==> config.mk <==
export PLATFORM = sky130hd
export DESIGN_NAME = dmem_arbiter
export DESIGN_NICKNAME = d
export VERILOG_FILES = /design/src/rtl/dmem_arbiter_pkg.sv /design/src/rtl/dmem_rtag_pipe.sv /design/src/rtl/dmem_arbiter.sv
export SDC_FILE = /design/constraint.sdc
export NUM_CORES = 1
export LEC_CHECK = 0
export CAP_MARGIN = 30
export CORE_MARGIN = 10
export CORE_UTILIZATION = 22
export DETAILED_ROUTE_END_ITERATION = 12
export PLACE_DENSITY = 0.82
export SYNTH_ARGS = -nofsm -noshare
export SYNTH_HDL_FRONTEND = slang
export SYNTH_SLANG_ARGS = --single-unit
==> constraint.sdc <==
create_clock -name clock -period 2.81 [get_ports clock]
set_input_delay 0.7025 -clock clock [delete_from_list [all_inputs] [get_ports clock]]
set_output_delay 0.7025 -clock clock [all_outputs]
set_load 0.01 [all_outputs]
==> src/rtl/dmem_arbiter_pkg.sv <==
// Shared definitions for the data-memory arbiter: FSM state encoding,
// requester port identifiers and the read-tag record carried down the
// memory-latency pipeline.
package dmem_arbiter_pkg;

    // Arbiter states: free round-robin, or locked to port 0 / port 1.
    typedef enum logic [1:0] {
        ARB   = 2'd0,
        LOCK0 = 2'd1,
        LOCK1 = 2'd2
    } arb_state_e;

    // Requester identifiers (processor is port 0, secondary master is port 1).
    localparam logic PORT_PROC = 1'b0;
    localparam logic PORT_AUX  = 1'b1;

    // Read tag: valid marks a read in flight, port names who receives it.
    typedef struct packed {
        logic valid;
        logic port;
    } rtag_t;

endpackage

==> src/rtl/dmem_rtag_pipe.sv <==
// Read-tag delay line. A {valid, port} tag enters at the granting edge and
// appears at the output exactly MEM_LAT rising edges later, lined up with
// the data that the memory places on q for that access.
module dmem_rtag_pipe
    import dmem_arbiter_pkg::*;
#(
    parameter int MEM_LAT = 1
) (
    input  logic  clock,
    input  logic  reset,
    input  rtag_t tag_in,
    output rtag_t tag_out
);

    rtag_t stage_q [MEM_LAT];
    rtag_t stage_d [MEM_LAT];

    // Shift one stage per clock; stage 0 takes the newly granted tag.
    always_comb begin
        stage_d[0] = tag_in;
        for (int i = 1; i < MEM_LAT; i++) begin
            stage_d[i] = stage_q[i-1];
        end
    end

    // Pipeline registers; reset drops every in-flight tag.
    always_ff @(posedge clock) begin
        for (int i = 0; i < MEM_LAT; i++) begin
            if (reset) begin
                stage_q[i] <= '0;
            end else begin
                stage_q[i] <= stage_d[i];
            end
        end
    end

    assign tag_out = stage_q[MEM_LAT-1];

endmodule

==> src/rtl/dmem_arbiter.sv <==
// Two-port arbiter sharing the single-port data memory between the processor
// (port 0) and a secondary master (port 1). One access is granted per clock
// by round-robin; a requester may lock the memory for a short atomic
// sequence, bounded by LOCK_MAX consecutive grants. Read data is routed back
// to the granting port MEM_LAT cycles after the grant.
module dmem_arbiter
    import dmem_arbiter_pkg::*;
#(
    parameter int ADDR_W   = 12,
    parameter int DATA_W   = 32,
    parameter int MEM_LAT  = 1,
    parameter int LOCK_MAX = 8
) (
    input  logic              clock,
    input  logic              reset,
    input  logic              m0_req,
    input  logic              m0_wren,
    input  logic [ADDR_W-1:0] m0_addr,
    input  logic [DATA_W-1:0] m0_wdata,
    input  logic              m0_lock,
    input  logic              m1_req,
    input  logic              m1_wren,
    input  logic [ADDR_W-1:0] m1_addr,
    input  logic [DATA_W-1:0] m1_wdata,
    input  logic              m1_lock,
    output logic              m0_gnt,
    output logic              m1_gnt,
    output logic              m0_rvalid,
    output logic              m1_rvalid,
    output logic [DATA_W-1:0] m0_rdata,
    output logic [DATA_W-1:0] m1_rdata,
    output logic [ADDR_W-1:0] mem_address,
    output logic [DATA_W-1:0] mem_data,
    output logic              mem_wren,
    input  logic [DATA_W-1:0] mem_q
);

    localparam logic [7:0] LOCK_MAX_C = 8'(LOCK_MAX);

    arb_state_e state_q, state_d;
    logic [7:0] hold_cnt_q, hold_cnt_d;
    logic       last_gnt_q, last_gnt_d;
    logic [7:0] hold_inc;
    rtag_t      tag_in;
    rtag_t      tag_out;

    // Grant selection: round-robin on ties in ARB, owner-only while locked,
    // nothing while reset is asserted.
    always_comb begin
        m0_gnt = 1'b0;
        m1_gnt = 1'b0;
        if (!reset) begin
            case (state_q)
                ARB: begin
                    if (m0_req && m1_req) begin
                        if (last_gnt_q == PORT_PROC) begin
                            m1_gnt = 1'b1;
                        end else begin
                            m0_gnt = 1'b1;
                        end
                    end else begin
                        m0_gnt = m0_req;
                        m1_gnt = m1_req;
                    end
                end
                LOCK0:   m0_gnt = m0_req;
                LOCK1:   m1_gnt = m1_req;
                default: ;
            endcase
        end
    end

    // Saturating increment of the locked-grant counter.
    assign hold_inc = (hold_cnt_q == 8'hFF) ? hold_cnt_q : hold_cnt_q + 8'd1;

    // Next-state: enter a lock on a locked grant, leave it on unlock, on the
    // owner going idle, or when the hold limit is reached on a grant.
    always_comb begin
        state_d    = state_q;
        hold_cnt_d = hold_cnt_q;
        last_gnt_d = last_gnt_q;
        if (m0_gnt) begin
            last_gnt_d = PORT_PROC;
        end else if (m1_gnt) begin
            last_gnt_d = PORT_AUX;
        end
        case (state_q)
            ARB: begin
                hold_cnt_d = 8'd0;
                if (m0_gnt && m0_lock) begin
                    state_d    = LOCK0;
                    hold_cnt_d = 8'd1;
                end else if (m1_gnt && m1_lock) begin
                    state_d    = LOCK1;
                    hold_cnt_d = 8'd1;
                end
            end
            LOCK0: begin
                if (!m0_gnt || !m0_lock || (hold_inc >= LOCK_MAX_C)) begin
                    state_d    = ARB;
                    hold_cnt_d = 8'd0;
                end else begin
                    hold_cnt_d = hold_inc;
                end
            end
            LOCK1: begin
                if (!m1_gnt || !m1_lock || (hold_inc >= LOCK_MAX_C)) begin
                    state_d    = ARB;
                    hold_cnt_d = 8'd0;
                end else begin
                    hold_cnt_d = hold_inc;
                end
            end
            default: begin
                state_d    = ARB;
                hold_cnt_d = 8'd0;
            end
        endcase
    end

    // Arbiter state registers; last_gnt starts at port 1 so port 0 wins the
    // first tie.
    always_ff @(posedge clock) begin
        if (reset) begin
            state_q    <= ARB;
            hold_cnt_q <= 8'd0;
            last_gnt_q <= PORT_AUX;
        end else begin
            state_q    <= state_d;
            hold_cnt_q <= hold_cnt_d;
            last_gnt_q <= last_gnt_d;
        end
    end

    // Memory pin mux: granted port drives the memory, idle bus is all zero.
    always_comb begin
        mem_address = '0;
        mem_data    = '0;
        mem_wren    = 1'b0;
        if (m0_gnt) begin
            mem_address = m0_addr;
            mem_data    = m0_wdata;
            mem_wren    = m0_wren;
        end else if (m1_gnt) begin
            mem_address = m1_addr;
            mem_data    = m1_wdata;
            mem_wren    = m1_wren;
        end
    end

    // Only granted reads launch a valid tag; writes push an empty slot.
    always_comb begin
        tag_in.valid = (m0_gnt && !m0_wren) || (m1_gnt && !m1_wren);
        tag_in.port  = m1_gnt ? PORT_AUX : PORT_PROC;
    end

    dmem_rtag_pipe #(
        .MEM_LAT (MEM_LAT)
    ) u_rtag_pipe (
        .clock   (clock),
        .reset   (reset),
        .tag_in  (tag_in),
        .tag_out (tag_out)
    );

    // Return path: mem_q goes to the tagged port only, the other sees zero.
    always_comb begin
        m0_rvalid = tag_out.valid && (tag_out.port == PORT_PROC);
        m1_rvalid = tag_out.valid && (tag_out.port == PORT_AUX);
        m0_rdata  = m0_rvalid ? mem_q : '0;
        m1_rdata  = m1_rvalid ? mem_q : '0;
    end

endmodule

==> results.md, run 1 <==
* Status: complete, no violations
* Total of flip-flops plus latches after synthesis at 13
* DR vias at 2508
* Die width at 101 um
* Starting DRT DRC Count at 55
* Vertical extent of the die at 101 um
* DP Worst Slack at -477 ps
* Maximum frequency from static timing analysis at 360 MHz
* Total Die Area at 0.0102 mm^2
* Overflow left after global routing at 0
* Routed metal-1 wire length at 3450 um
* Area of all placed cells without fillers at 0.00398 mm^2
* Endpoints failing hold at 0
* Met2 layer wire length in the routed design at 5900 um
* Slowest stage cell on the critical path: a311oi_4
* Sum of buffers and inverters on the critical path at 4
* Share of synthesized area occupied by flip-flops and latches at 18.0%
* Placer Congestion at 0.921
* Worst endpoint required time at 2110 ps
* Fill cells at 561
* Yosys warning total at 0
* Setup-violating endpoint count in the final report at 0
* Initial core utilization at 22.8%
* Hold WC Path Type: reg -> reg
* Input/output buffers at 240
* Most common flop cell mapped by yosys: dfxtp_1
* Cell taking the most area after synthesis: a22o_1
* Area share of the largest cell type after synthesis at 27.3%
* Clock Sink Count at 13
* Maximum level of the CTS H-tree at 1
* Unrepaired setup endpoints after global routing: true
* Wire length of the first global-routing pass at 15700 um
* Post-place instance area at 0.00399 mm^2
* Number of enable flip-flop cells after synthesis at 0
* Insertion delay of the later-clocked pin in the worst-skew pair at 240 ps
* Worst-case clock skew at 0.767 ps
* Area delta synth->final at 176%
* Max-cap violation count at 0
* Cells after synthesis at 189
* Synthesized cell area at 0.00145 mm^2
* Final antenna diode count at 0
* Cell with the most instances after synthesis: a22o_1
* Row count at 29
* Most area-consuming cells after synthesis: a22o_1, dfxtp_1, and2_1
* Number of max-slew violations in the final report at 0
* Number of buffers inserted for hold repair after clock tree synthesis at 0
* Crit path max fanout at 13
* TritonCTS clock tree: done
* Largest net degree at the start of global routing at 34
* IR drop worst, VDD at 215 uV
* Post-route setup slack at 34.0 ps
* Top routing layer in use: met4
* Total global routing track utilization at 19.4%
* Floorplan Core Area at 0.00635 mm^2
* Post-layout nets at 561
* Longest Clk Path Bufs at 2
* Num CTS Buffers at 3
* Total power divided by cell area at 221 mW/mm^2
* Register clock-pin slew on the reported worst setup and hold paths at 50 ps
* Count of cell types in the netlist at 35
* Series of cell instances along the critical path: dlygate4sd2_1 > a311oi_4 > buf_4 > buf_12 > a22o_1 > clkdlybuf4s15_1
* Remaining number of nets flagged by the antenna check after routing at 0
* Crit path kind: in -> out
* Maximum single-stage delay on the critical path at 350 ps
* Via count of the first global-routing pass at 2662
* Endpoint class of the critical path: primary output
* Number of DRC violations after detailed routing at 0
* Wire length on met3 at 1540 um
* Worst Setup Start Kind: input pin
* Routed vias/inst at 4.94
* Number of antenna violations at the first check in global routing at 0
* Fraction of layout instances using a drive strength above 1 at 10.9%
* CTS root buf: clkbuf_8
* Routed WL per cell at 21.8 um
* Final period util at 98.8%
* Static leakage power at 1.73 nW
* Largest delay contributor family on the critical path: buffers and inverters
* Number of ports placed on the die boundary at 241
* Top cells by count, synth: a22o_1, and2_1, and3_1, clkbuf_1, dfxtp_1
* TritonRoute pass-1 iters at 4
* Fraction of synthesis flops using an asynchronous set or reset pin at 0%
* DRT Wirelength at 11100 um
* Synthesized area per cell at 7.65 um^2
* Detail Placement HPWL at 9400 um
* Arrival @ worst endpoint at 2070 ps
* Min cycle time layout at 2780 ps
-- sequential cells by signal (all words and copies together), names as in the netlist --
signal,cells
state_q,2
u_rtag_pipe.stage_q,2
hold_cnt_q,8
last_gnt_q,1
-- worst paths after layout --
check / from / end / slack [ps] / cells after the start
setup / recovery: m0_req / mem_data[16] / 30 / 6
hold / removal: hold_cnt_q[2]$_SDFF_PP0_ / hold_cnt_q[2]$_SDFF_PP0_ / 510 / 2
setup reg to reg: state_q[0]$_SDFFE_PP0P_ / state_q[1]$_SDFFE_PP0P_ / 630 / 7
hold reg to reg: hold_cnt_q[2]$_SDFF_PP0_ / hold_cnt_q[2]$_SDFF_PP0_ / 510 / 2
-- worst reg2reg max path, delay by kind of cell (launching register included) --
family / cells / cell delay (ps)
compound gates: 3 / 580
buf+inv: 2 / 380
flops: 1 / 360
simple gates: 2 / 760
-- stage by stage --
| stage | power, mW | hold WS [ps] | instances | setup TNS, ps | util [%] |
|---|---|---|---|---|---|
| floorplan | 0.363 | 472 | 193 | 0 | - |
| global placement | 0.737 | 488 | 500 | -19310 | 62.9 |
| detailed placement | 0.745 | 507 | 500 | -21400 | 62.9 |
| CTS | 0.891 | 514 | 507 | 0 | 63.8 |
| global route | 0.927 | 565 | 508 | -22.0 | 62.7 |
| finish | 0.882 | 513 | 508 | 0 | 62.7 |
-- what timing repair did --
action	in CTS	in global routing
pin swaps	1	1
setup buffers	2	0
endpoints found under the setup margin	47	45
gates cloned	1	1
gates resized for setup	78	45
-- kinds of logic (layout without fill, tap and decap cells) --
kind of cell	count (synthesis)	in the layout	synth area share (%)
compound gates	63	63	36.7
xor+xnor	2	2	1.21
fa+ha+maj	1	1	0.866
buf+inv	25	263	6.49
flops	13	13	18.0
mux	1	1	0.693
other cells	1	5	0.259
simple gates	83	83	35.8
-- power breakdown --
group / switching [mW] / internal, mW
clock network: 0.0653 / 0.100
logic: 0.192 / 0.320
registers: 0.0104 / 0.193
-- layout make-up --
class	instances	area, um^2	area share [%]
Sequential cell	13	260	6.53
Multi-Input combinational cell	155	1120	28.1
Clock buffer	4	45.0	1.13
Tap cell	77	96.3	2.42
Inverter	6	22.5	0.565
Timing Repair Buffer	253	2440	61.3
-- cell usage in the layout (no fill, tap or decap), types with 2 or more instances in the layout --
master / count
nor2_1: 3
and3_1: 34
dfxtp_1: 13
a31oi_1: 2
a311oi_1: 2
clkdlybuf4s15_1: 20
nor2b_1: 2
a22o_1: 45
nand4_1: 2
nand3_1: 2
inv_1: 5
nand2_1: 2
conb_1: 5
o22ai_1: 2
xnor2_1: 2
clkdlybuf4s50_1: 190
o21ai_0: 2
buf_12: 2
clkbuf_2: 24
and2_1: 34
clkbuf_8: 3
buf_4: 8
dlygate4sd2_1: 5
-- routing by layer --
metal	GRT usage, %	vias to the layer above
li1	-	1195
met1	18.1	1121
met2	36.5	178
met3	9.40	14
met4	5.47	0
met5	0	-
Note: power is estimated with default switching activity, not from simulation.
==> inputs of run 2 (changes only) <==
- CORE_UTILIZATION: 22 -> 24
- CTS_CLUSTER_SIZE: not set -> 25
- PLACE_DENSITY: 0.82 -> 0.89
- clock period: 2.81 -> 3.6 ns (I/O delays scaled with it)
==> run 2 against run 1 <==
Against the previous run:
- die area is 6.7% lower
- largest cell class unchanged
- final cell count down 0.79%
- core utilization increased by 5.6 points
- non-clock buffer count down 2
- clock power is 19% lower
- design area increased by 1.0%
- first-iteration DRC count increased by 20%
- sequential power down 23%
- critical path depth shrank 1
- register-to-register slack improved by 830 ps
- total power down 21%
- via count up 0.52%
==> results.md, run 2 (same netlist as run 1, synthesis figures left out) <==
* Max FFs per register at 8 (unchanged)
* Setup-violating endpoint count in the final report at 0 (unchanged)
* Met3 Use GR at 9.17% (was 9.40%)
* Series of cell instances along the critical path: clkdlybuf4s50_1 > inv_1 > o2111a_2 > buf_12 > clkdlybuf4s50_1 (was dlygate4sd2_1 > a311oi_4 > buf_4 > buf_12 > a22o_1 > clkdlybuf4s15_1)
* Crit-path most repeated cell: clkdlybuf4s50_1
* Number of antenna violations at the first check in global routing at 0 (unchanged)
* Met2 Usage GRT at 40.8% (was 36.5%)
* Vertical extent of the die at 97.6 um (was 101 um)
* DRT Wirelength at 10900 um (was 11100 um)
* Number of ports placed on the die boundary at 241 (unchanged)
* Unrepaired setup endpoints after global routing: false (was true)
* Cell total after placement at 497 (was 500)
* Input/output buffers at 240 (unchanged)
* Clock Sink Count at 13 (unchanged)
* Floorplan Core Area at 0.00589 mm^2 (was 0.00635 mm^2)
* Registers with the highest flip-flop counts: hold_cnt_q (8), state_q (2), u_rtag_pipe.stage_q (2) (unchanged)
* Final antenna diode count at 0 (unchanged)
* Routed WL per cell at 21.7 um (was 21.8 um)
* Maximum level of the CTS H-tree at 1 (unchanged)
* Status: complete, no violations (unchanged)
* Largest register by flop count: hold_cnt_q (unchanged)
* Remaining number of nets flagged by the antenna check after routing at 0 (unchanged)
* Starting DRT DRC Count at 66 (was 55)
* Core Util, Final at 68.4% (was 62.7%)
* Crit path max fanout at 26 (was 13)
* Endpoints failing hold at 0 (unchanged)
* DR vias at 2521 (was 2508)
* Worst-case clock skew at 0.506 ps (was 0.767 ps)
* Num CTS Buffers at 3 (unchanged)
* Placer Congestion at 0.936 (was 0.921)
* Largest delay contributor family on the critical path: buffers and inverters (unchanged)
* Maximum frequency from static timing analysis at 291 MHz
* Register clock-pin slew on the reported worst setup and hold paths at 50 ps (about the same)
* Max-cap violation count at 0 (unchanged)
* Count of placed standard cells in the final layout, fillers left out at 504 (was 508)
* DP Worst Slack at -149 ps (was -477 ps)
* Number of buffers inserted for hold repair after clock tree synthesis at 0 (unchanged)
* Wire length of the first global-routing pass at 16400 um (was 15700 um)
* Endpoint class of the critical path: primary output (unchanged)
* Global route hottest layer: met2 (unchanged)
* Final period util at 95.5%
* Setup Total Neg Slack at 0 ps (unchanged)
* Sum of buffers and inverters on the critical path at 4 (unchanged)
* Post-place instance area at 0.00398 mm^2 (was 0.00399 mm^2)
* Longest Clk Path Bufs at 2 (unchanged)
* Crit path kind: in -> out (unchanged)
* Post-route setup slack at 164 ps (was 34.0 ps)
* Routed vias/inst at 5.00 (was 4.94)
* Total power divided by cell area at 172 mW/mm^2 (was 221 mW/mm^2)
* Worst Setup Start Kind: input pin (unchanged)
* Via count of the first global-routing pass at 2641 (was 2662)
* Detail Placement HPWL at 9330 um (was 9400 um)
* CTS root buf: clkbuf_8 (unchanged)
* Number of max-slew violations in the final report at 0 (unchanged)
* Initial core utilization at 24.6% (was 22.8%)
* Largest net degree at the start of global routing at 35 (was 34)
* Row count at 28 (was 29)
* Maximum single-stage delay on the critical path at 560 ps (was 350 ps)
* Min cycle time layout at 3440 ps
* TritonCTS clock tree: done (unchanged)
* Overflow left after global routing at 0 (unchanged)
* Area delta synth->final at 178% (was 176%)
* Worst endpoint required time at 2700 ps (was 2110 ps)
* Most frequent cells in the layout: clkdlybuf4s50_1, a22o_1, dlygate4sd2_1, and2_1, and3_1 (was clkdlybuf4s50_1, a22o_1, and2_1, and3_1, clkbuf_2)
* TritonRoute pass-1 iters at 4 (unchanged)
* Insertion delay of the later-clocked pin in the worst-skew pair at 250 ps (was 240 ps)
* Total global routing track utilization at 21.2% (was 19.4%)
* Fraction of layout instances using a drive strength above 1 at 4.66% (was 10.9%)
* Static leakage power at 1.84 nW (was 1.73 nW)
* Area of all placed cells without fillers at 0.00402 mm^2 (was 0.00398 mm^2)
* Global routing met1 resource utilization at 19.7% (was 18.1%)
* Most frequent standard cell in the layout excluding fill and tap cells: clkdlybuf4s50_1 (unchanged)
* IR drop worst, VDD at 175 uV (was 215 uV)
* Total Die Area at 0.00952 mm^2 (was 0.0102 mm^2)
* Hold WC Path Type: reg -> reg (unchanged)
* Slowest stage cell on the critical path: clkdlybuf4s50_1 (was a311oi_4)
* Number of DRC violations after detailed routing at 0 (unchanged)
* Arrival @ worst endpoint at 2540 ps (was 2070 ps)
* Die width at 97.6 um (was 101 um)
* Post-layout nets at 559 (was 561)
==> run 2: area by class of cell <==
class	count	area, um^2
Tap cell	75	93.8
Timing Repair Buffer	251	2480
Inverter	6	22.5
Clock buffer	4	45.0
Fill cell	452	1860
Multi-Input combinational cell	155	1120
Sequential cell	13	260
==> run 2: metrics by stage <==
stage | hold WS, ps | total power [mW]
global placement | 499 | 0.576
finish | 518 | 0.692
global route | 578 | 0.726
detailed placement | 508 | 0.582
floorplan | 472 | 0.284
CTS | 516 | 0.698
==> run 2: layer usage <==
layer	routed length (um)	vias up
met2	5750	170
li1	-	1194
met4	223	0
met1	3660	1144
met5	0	-
met3	1280	13
==> run 2: timing repair <==
| action | in CTS | in global routing |
|---|---|---|
| gates resized for setup | 49 | 1 |
| setup buffers | 2 | 0 |
| gates cloned | 1 | 0 |
| setup endpoints to repair | 45 | 1 |
==> run 2: path summary, 6_finish.rpt <==
kind                            startpoint                  endpoint  slack (ps)  depth (start not counted)
hold reg to reg   hold_cnt_q[2]$_SDFF_PP0_  hold_cnt_q[2]$_SDFF_PP0_         520                          2
setup / recovery                     reset                    m0_gnt         160                          5
hold / removal    hold_cnt_q[2]$_SDFF_PP0_  hold_cnt_q[2]$_SDFF_PP0_         520                          2
setup reg to reg   state_q[1]$_SDFFE_PP0P_   state_q[1]$_SDFFE_PP0P_        1460                          7
==> run 2: worst register-to-register path, stage by stage (launching register included) <==
cell	delay [ps]
dfxtp_1	360
inv_2	90
a311oi_4	270
buf_4	180
buf_16	160
a22oi_1	110
or4_4	590
o32ai_1	270
==> run 2: where the power goes <==
group	leakage, nW	internal [mW]	switching, mW
clock	0.0228	0.0784	0.0548
sequential	0.108	0.151	0.00633
combinational	1.71	0.251	0.151
